<file path="src/rtl/alu_seq.sv">
// ---------------------------------------------------------------------------
// alu_seq -- registered, handshaked ALU with an iterative multiplier
//
// Purpose:
//   Takes an opcode and two WIDTH-bit operands over a valid/ready input
//   handshake. It returns the result through a one-entry output register
//   guarded by a valid/ready output handshake.
//   Single-cycle ops (AND, OR, ADD, SUB, XOR, SLT, NOR) have a latency of
//   1 and can stream at one per clock. MUL is a shift-add loop that
//   processes one bit of B per cycle, giving a latency of WIDTH+1. The
//   input side stays closed while the loop runs.
//
// Ports:
//   clk        rising-edge clock
//   rst_n      synchronous active-low reset
//   in_valid   operands/opcode valid
//   in_ready   block can accept an operation this cycle
//   A, B       WIDTH-bit operands
//   Ctrl       CTRL_W-bit opcode (0..7 legal, everything above is illegal)
//   out_valid  Y/err(/flags) valid, held until consumed
//   out_ready  consumer accepts Y
//   Y          registered result
//   err        registered illegal-opcode indication
//   flags      {Z,N,C,V} registered with Y (ALU_SEQ_FLAGS_EN only)
//
// Configuration macro:
//   ALU_SEQ_FLAGS_EN  when defined, the flags port and its logic exist.
// ---------------------------------------------------------------------------
module alu_seq #(
    parameter int WIDTH  = 32,
    parameter int CTRL_W = 4
) (
    input  logic              clk,
    input  logic              rst_n,
    input  logic              in_valid,
    output logic              in_ready,
    input  logic [WIDTH-1:0]  A,
    input  logic [WIDTH-1:0]  B,
    input  logic [CTRL_W-1:0] Ctrl,
    output logic              out_valid,
    input  logic              out_ready,
    output logic [WIDTH-1:0]  Y,
    output logic              err
`ifdef ALU_SEQ_FLAGS_EN
    ,
    output logic [3:0]        flags
`endif
);

    localparam int CNT_W = $clog2(WIDTH);
    localparam logic [CNT_W-1:0] LAST_STEP = CNT_W'(WIDTH - 1);

    localparam logic [CTRL_W-1:0] OP_AND = CTRL_W'(0);
    localparam logic [CTRL_W-1:0] OP_OR  = CTRL_W'(1);
    localparam logic [CTRL_W-1:0] OP_ADD = CTRL_W'(2);
    localparam logic [CTRL_W-1:0] OP_SUB = CTRL_W'(3);
    localparam logic [CTRL_W-1:0] OP_XOR = CTRL_W'(4);
    localparam logic [CTRL_W-1:0] OP_SLT = CTRL_W'(5);
    localparam logic [CTRL_W-1:0] OP_NOR = CTRL_W'(6);
    localparam logic [CTRL_W-1:0] OP_MUL = CTRL_W'(7);

    typedef enum logic {
        IDLE,
        MUL
    } state_t;

    state_t            state;
    logic [WIDTH-1:0]  mul_a;
    logic [WIDTH-1:0]  mul_b;
    logic [WIDTH-1:0]  acc;
    logic [CNT_W-1:0]  count;
    logic [WIDTH-1:0]  mul_next;

    logic [WIDTH-1:0]  add_y;
    logic [WIDTH-1:0]  sub_y;
    logic              slt;
    logic [WIDTH-1:0]  alu_y;
    logic              alu_err;
    logic              accept;

    // Ready also drops while rst_n is low, so nothing is taken during reset.
    assign in_ready = rst_n && (state == IDLE) && (!out_valid || out_ready);
    assign accept   = in_valid && in_ready;

    // Partial product for this step: add the shifted A when the current B bit is set.
    assign mul_next = acc + (mul_b[0] ? mul_a : '0);

    assign slt = $signed(A) < $signed(B);

`ifdef ALU_SEQ_FLAGS_EN
    // Sums are formed one bit wider so the carry / borrow falls out directly.
    logic [WIDTH:0] sum_ext;
    logic [WIDTH:0] diff_ext;
    logic           alu_c;
    logic           alu_v;

    assign sum_ext  = {1'b0, A} + {1'b0, B};
    assign diff_ext = {1'b0, A} - {1'b0, B};
    assign add_y    = sum_ext[WIDTH-1:0];
    assign sub_y    = diff_ext[WIDTH-1:0];

    // C is carry-out for ADD and no-borrow for SUB.
    // V is set when the sign of the result disagrees with the operand signs.
    always_comb begin
        alu_c = 1'b0;
        alu_v = 1'b0;
        case (Ctrl)
            OP_ADD: begin
                alu_c = sum_ext[WIDTH];
                alu_v = (A[WIDTH-1] == B[WIDTH-1]) && (add_y[WIDTH-1] != A[WIDTH-1]);
            end
            OP_SUB: begin
                alu_c = ~diff_ext[WIDTH];
                alu_v = (A[WIDTH-1] != B[WIDTH-1]) && (sub_y[WIDTH-1] != A[WIDTH-1]);
            end
            default: begin
                alu_c = 1'b0;
                alu_v = 1'b0;
            end
        endcase
    end
`else
    assign add_y = A + B;
    assign sub_y = A - B;
`endif

    // Single-cycle result selection.
    // Illegal codes give Y=0 with err set. MUL is handled by the loop,
    // so its entry here is never registered.
    always_comb begin
        alu_y   = '0;
        alu_err = 1'b0;
        case (Ctrl)
            OP_AND:  alu_y = A & B;
            OP_OR:   alu_y = A | B;
            OP_ADD:  alu_y = add_y;
            OP_SUB:  alu_y = sub_y;
            OP_XOR:  alu_y = A ^ B;
            OP_SLT:  alu_y = {{(WIDTH-1){1'b0}}, slt};
            OP_NOR:  alu_y = ~(A | B);
            OP_MUL:  alu_y = '0;
            default: alu_err = 1'b1;
        endcase
    end

    // Control FSM and output register.
    // A pop clears out_valid first. A result landing in the same cycle then
    // sets it again, so back-to-back ops keep out_valid high. In MUL the
    // operands were latched at accept, so the live A/B/Ctrl inputs are ignored.
    always_ff @(posedge clk) begin
        if (!rst_n) begin
            state     <= IDLE;
            out_valid <= 1'b0;
            Y         <= '0;
            err       <= 1'b0;
            mul_a     <= '0;
            mul_b     <= '0;
            acc       <= '0;
            count     <= '0;
`ifdef ALU_SEQ_FLAGS_EN
            flags     <= 4'b0000;
`endif
        end else begin
            if (out_valid && out_ready) begin
                out_valid <= 1'b0;
            end
            case (state)
                IDLE: begin
                    if (accept) begin
                        if (Ctrl == OP_MUL) begin
                            state <= MUL;
                            mul_a <= A;
                            mul_b <= B;
                            acc   <= '0;
                            count <= '0;
                        end else begin
                            Y         <= alu_y;
                            err       <= alu_err;
                            out_valid <= 1'b1;
`ifdef ALU_SEQ_FLAGS_EN
                            flags     <= {alu_y == '0, alu_y[WIDTH-1], alu_c, alu_v};
`endif
                        end
                    end
                end
                MUL: begin
                    acc   <= mul_next;
                    mul_a <= mul_a << 1;
                    mul_b <= mul_b >> 1;
                    count <= count + CNT_W'(1);
                    if (count == LAST_STEP) begin
                        state     <= IDLE;
                        Y         <= mul_next;
                        err       <= 1'b0;
                        out_valid <= 1'b1;
`ifdef ALU_SEQ_FLAGS_EN
                        flags     <= {mul_next == '0, mul_next[WIDTH-1], 1'b0, 1'b0};
`endif
                    end
                end
                default: state <= IDLE;
            endcase
        end
    end

endmodule

</file>
<file path="config.mk">
export PLATFORM = sky130hd
export DESIGN_NAME = alu_seq
export DESIGN_NICKNAME = d
export VERILOG_FILES = /design/src/rtl/alu_seq.sv
export SDC_FILE = /design/constraint.sdc
export NUM_CORES = 1
export LEC_CHECK = 0
export BUFFER_PORTS_ARGS = -buffer_cell sky130_fd_sc_hd__clkbuf_2
export CORE_MARGIN = 1.5
export CORE_UTILIZATION = 50
export DETAILED_ROUTE_END_ITERATION = 12
export GPL_TIMING_DRIVEN = 0
export PLACE_DENSITY = 0.71
export SETUP_SLACK_MARGIN = 0.2
export SLEW_MARGIN = 20
export SYNTH_ARGS = -nofsm -noshare
export SYNTH_HDL_FRONTEND = slang
export SYNTH_SLANG_ARGS = --single-unit
</file>
<file path="constraint.sdc">
create_clock -name clk -period 4.1 [get_ports clk]
set_input_delay 0 -clock clk [delete_from_list [all_inputs] [get_ports clk]]
set_output_delay 0 -clock clk [all_outputs]
set_load 0.01 [all_outputs]
</file>
; ---- After elaboration in Yosys (flattened, before gate mapping)
; Cells that the tools add are included.
; W data, S select, Z words.
[op_classes]
add_sub_neg = 4
magnitude_cmp = 1
n_eq_ne = 12
muxes = 32
bitwise = 5
n_reduce_logical = 10
[op_table]
columns = operator, count
row1 = $mux W32, 10
row2 = $pmux W32 S2, 4
row3 = $pmux W32 S7, 1
row4 = $add A32 B32 Y32, 2
row5 = $and A32 B32 Y32, 1
row6 = $lt A32 B32 Y1, 1
row7 = $not A32 Y32, 1
row8 = $or A32 B32 Y32, 1
row9 = $sub A32 B32 Y32, 1
row10 = $xor A32 B32 Y32, 1
row11 = $eq A4 B3 Y1 const B, 4
row12 = $mux W1, 11
row13 = $mux W5, 2
row14 = $pmux W5 S2, 1
row15 = $eq A4 B2 Y1 const B, 2
row16 = $reduce_or A7 Y1, 1
row17 = $pmux W1 S2, 3
row18 = $add A5 B1 Y5 const B, 1
row19 = $eq A5 B5 Y1 const B, 1
row20 = $eq A4 B1 Y1 const B, 1
row21 = $logic_and A1 B1 Y1, 4
row22 = $logic_not A4 Y1, 1
row23 = $ne A2 B1 Y1 const B, 2
row24 = $ne A2 B2 Y1 const B, 2
row25 = other kinds (5), 5
[totals]
ff_bits = 136
output_inout_bits = 35
word_cells = 72

; ---- Logic depth before layout (Yosys ltp)
[logic_depth]
ltp_word = 6
depth_mapped = 14
depth_no_buf = 13

; ---- Worst setup path after synthesis
; OpenSTA, ideal clock, no wires.
[synth_timing]
path_kind = register -> register
start = register mul_b[0]
end = register Y[28]
setup_ps = 133
arrival_time_ps = 2881
required_ps = 3967
slack_ps = 1085
path_stages_with_launch = 14
path_buffers = 1
synth_period_minus_slack_ps = 3015
cell_sequence = dfxtp_1 clkbuf_1 and2_1 ha_1 a2111oi_4 o211ai_1 nand3_1 a2bb2oi_1 o31ai_2 a41oi_1 mux2i_1 a21oi_1 a2111oi_2 o31ai_2
[synth_between]
elab_chain_cells = 4
[synth_lines]
columns = element, line
row1 = from (decl), 69  ; logic [WIDTH-1:0] mul_b;
row2 = from (signal assigned), 189  ; mul_b <= mul_b >> 1;
row3 = $mux W32, 86  ; assign mul_next = acc + (mul_b[0] ? mul_a : '0);
row4 = $add A32 B32 Y32, 86
row5 = $mux W32, 191  ; if (count == LAST_STEP) begin
row6 = $pmux W32 S2, 167  ; case (state)
row7 = to (signal assigned), 177  ; Y <= alu_y;
row8 = to (signal assigned), 193  ; Y <= mul_next;
row9 = to (decl), 42  ; output logic [WIDTH-1:0] Y,
; No other way between the ends. The select of a mux whose other input is x is not followed.
; A chain may end at the register's enable or synchronous reset.

; ---- Worst setup path in the final report
[layout_timing]
start = input port A[1]
end = register Y[19]
[layout_between]
elab_chain_cells = 5
word_cells_on_any_way = 6
classes_between = 2 x add/sub / 4 x mux
[layout_lines]
columns = element, line
row1 = from (decl), 37  ; input logic [WIDTH-1:0] A,
row2 = $sub A32 B32 Y32 / $add A32 B32 Y32 (equally long branches), "124, 123"
row3 = $pmux W32 S7 (*), 133  ; case (Ctrl)
row4 = $mux W32 (*), 170  ; if (Ctrl == OP_MUL) begin
row5 = $mux W32 (*), 169  ; if (accept) begin
row6 = $pmux W32 S2 (*), 167
; Every way passes the cells marked *; elsewhere a longest branch is shown, timed or not. The select of a mux whose other input is x is not followed.

==> impl_results.md <==
* CTS H-tree depth at 4
* Nets at 2,037
* Met1 WL at 20.5 mm
* Synthesized instance count at 1,637
* Pre-antenna DRT Iters at 6
* Share of post-route cells with drive strength above 1 at 11.3%
* Max clock buf depth at 2
* Vias in the first global route at 12,591
* Cell mode on critical path: a21oi_1
* Met3 routed WL at 4.79 mm
* Core region area at 0.0242 mm2
* Worst stage delay on the critical path at 0.59 ns
* Family with the most delay on the worst path: compound AO/OA/AOI/OAI gates
* Fillcell total at 2,242
* Worst Path Required at 4.39 ns
* Hold Crit Endpoint: mul_a[8]
* Critical Path Fanout Max at 5
* Final Cell Area at 0.0144 mm2
* Clk_lat worst skew at 0.44 ns
* Fin. max-slew vios at 0
* Commonest non-fill, non-tap cell in the layout: a21oi_1
* Worst reg2reg path startpoint: mul_b[0]
* CP cell instances: dlygate4sd3_1, clkbuf_2, inv_1, ha_1, a211oi_1, o211ai_1, a21oi_1, a21boi_0, a311oi_1, o22ai_1, nor2_1, a21oi_1, o21ai_0, a31oi_1
* PortBufs at 105
* DRC viols at 0
* Yosys reg bits at 136
* Slack of the worst reg-to-reg path at 0.32 ns
* DIE WIDTH at 160 um
* Num CTS Buffers at 17
* GPL Wtd Cong at 0.993
* Largest net degree at the start of global routing at 17
* Slew headroom at 28.9%
* R2R depth at 13
* DR iter-0 viols at 1,646
* Slew @ Worst Pin at 1.06 ns
* Setup CP Type: input port to flip-flop
* Syn-to-layout area delta at 17.4%
* CP arrival at 4.20 ns
* CTS clk-pin slew, worst paths at 0.07 ns
* Met2 WL at 21.7 mm
* TritonCTS clock tree: yes
* Post-synth EDFFs at 0
* Most frequent cells in the layout: a21oi_1 (206), nand2_1 (166), ha_1 (141), dfxtp_1 (136), nor2_1 (126)
* Hold depth at 3
* Via count at 13,585
* Hold wc startpoint: A[8]
* Post-synthesis sequential area ratio at 22.2%
* Ys flop type: dfxtp_1
* Antenna Nets Post-Route at 0
* Post-DP HPWL at 37.4 mm
* Ys async rst share at 0%
* Area after DPL at 0.0132 mm2
* Synth unique cells at 98
* First-pass GRT wire length at 73.3 mm
* Ys Warns at 0
* DIE AREA at 0.0255 mm2
* Startpoint types: input port
* GR Overflow Total at 0
* Leak at 6.06 nW
* Power per cell area at 274 mW/mm2
* Unrepaired setup endpoints after global routing: no
* CP endpoint kind: flip-flop
* DR vias/cell at 6.29
* Post-Syn Area at 0.0123 mm2
* Syn_nets at 1,853
* CP max-delay cell: o21ai_0
* Final worst-path cycle share at 95.3%
* Status: finished clean
* Final hold vios at 0
* Sum of buffers and inverters on the critical path at 3
* Clock sinks at 136
* Count of final setup violators at 0
* Max Freq at 256 MHz
* Max Used Layer: met4
* Standard-cell rows at 57
* Clock Skew at 0.0149 ns
* Post-Route Setup TNS at 0 ns
* Final WL at 48.6 mm
* GRT Total Usage at 37.5%
* I/O pin cnt at 107
* Initial Util at 50.7%
* Initial antenna violation count at 2
* Root Buffer: clkbuf_16
* Reg2Reg Capture Point: Y[28]
* WL per Instance at 22.5 um
* VDD IR max at 0.252 mV
* Die H at 160 um
* Minimum clock period at 3.91 ns
* Avg Cell Area, Syn at 7.49 um2
* Worst Hold Class: input port to flip-flop
* Maxcap violations at 0
sequential cells by signal, indices dropped and copies added, names as in the netlist:
signal and count:
acc 32, out_valid 1, mul_a 32, err 1, mul_b 32, state 1, count 5, Y 32
synth_stat cells (all sizes together) (23+ instances only):
library cell,number,share of area (%)
a22oi,72,4.4
nand3,30,1.2
a21o,28,1.7
a221oi,27,2.1
clkbuf,90,2.8
inv,106,3.2
xnor2,23,1.6
and2,37,1.9
ha,141,14
nor2,127,3.9
a21oi,209,8.6
nand2,166,5.1
dfxtp,136,22
o21ai,97,4.1
a31oi,29,1.6
buf,23,1.4
layout make-up:
type                            instances  area, um2  area share, %
Clock inverter                         11        111          0.774
Timing Repair Buffer                  165       1120           7.81
Inverter                              106        398           2.76
Tap cell                              324        405           2.82
Sequential cell                       136       2720           18.9
Clock buffer                           21        470           3.27
Buffer                                113        509           3.54
Multi-Input combinational cell       1282       8650           60.1
Antenna cell                            1       2.50         0.0174
worst register-to-register path, cell delays in order (launching register included):
cell and delay, ns:
dfxtp_1 0.51, clkbuf_1 0.29, and2_1 0.19, ha_1 0.30, a2111oi_4 0.38, o211ai_1 0.20, nand3_1 0.15, a2bb2oi_2 0.25
o31ai_2 0.13, a41oi_1 0.35, mux2i_1 0.31, a21oi_1 0.17, a2111oi_2 0.28, o31ai_2 0.12
report_power, final:
part           internal, mW  switching [mW]  leakage, nW
sequential             1.34          0.0166         1.10
combinational         0.352           0.636         4.69
clock                 0.894           0.701        0.275
total                  2.59            1.35         6.06
routing by layer:
metal,vias to the layer above,global-route usage [%]
met4,0,14.2
li1,6337,-
met3,111,7.48
met2,697,60.0
met5,-,0
met1,6440,49.7
worst max path at each step:
stage,start,to,slack (ns),depth (start not counted)
floorplan,mul_b[0],Y[28],1.09,13
global placement,mul_b[0],Y[28],0.33,13
detailed placement,mul_b[0],Y[28],0.29,13
CTS,mul_b[0],Y[28],0.25,13
global route,mul_b[0],Y[28],0.21,13
finish,A[1],Y[19],0.19,14
per-stage QoR:
stage	cells	setup WS (ns)	total power [mW]	utilization [%]	hold WS, ns
2_1_floorplan	1637	1.09	1.97	-	0.141
3_3_place_gp	2066	0.334	2.29	54.6	0.307
3_5_place_dp	2067	0.291	2.30	54.6	0.324
4_1_cts	2158	0.249	3.91	59.5	0.000568
5_1_grt	2159	0.206	4.06	59.5	0.0293
6_report	2159	0.194	3.94	59.5	0.00629
timing repair:
| item | 4_1_cts | 5_1_grt |
|---|---|---|
| gates resized for setup | 0 | 1 |
| endpoints found under the setup margin | 0 | 1 |
| hold buffers | 59 | 0 |
| buffers inserted | 0 | 0 |
| hold endpoints to repair | 59 | 0 |
kinds of logic after synthesis:
logic type / Yosys count / synth area share, %
AO/OA/AOI/OAI: 626 / 34.4
AND/OR/NAND/NOR: 472 / 18.1
buffers and inverters: 219 / 7.40
adder cells (fa/ha/maj): 144 / 14.9
flip-flops: 136 / 22.2
XOR/XNOR: 32 / 2.29
multiplexers: 8 / 0.704
(Power assumes the default switching activity.)
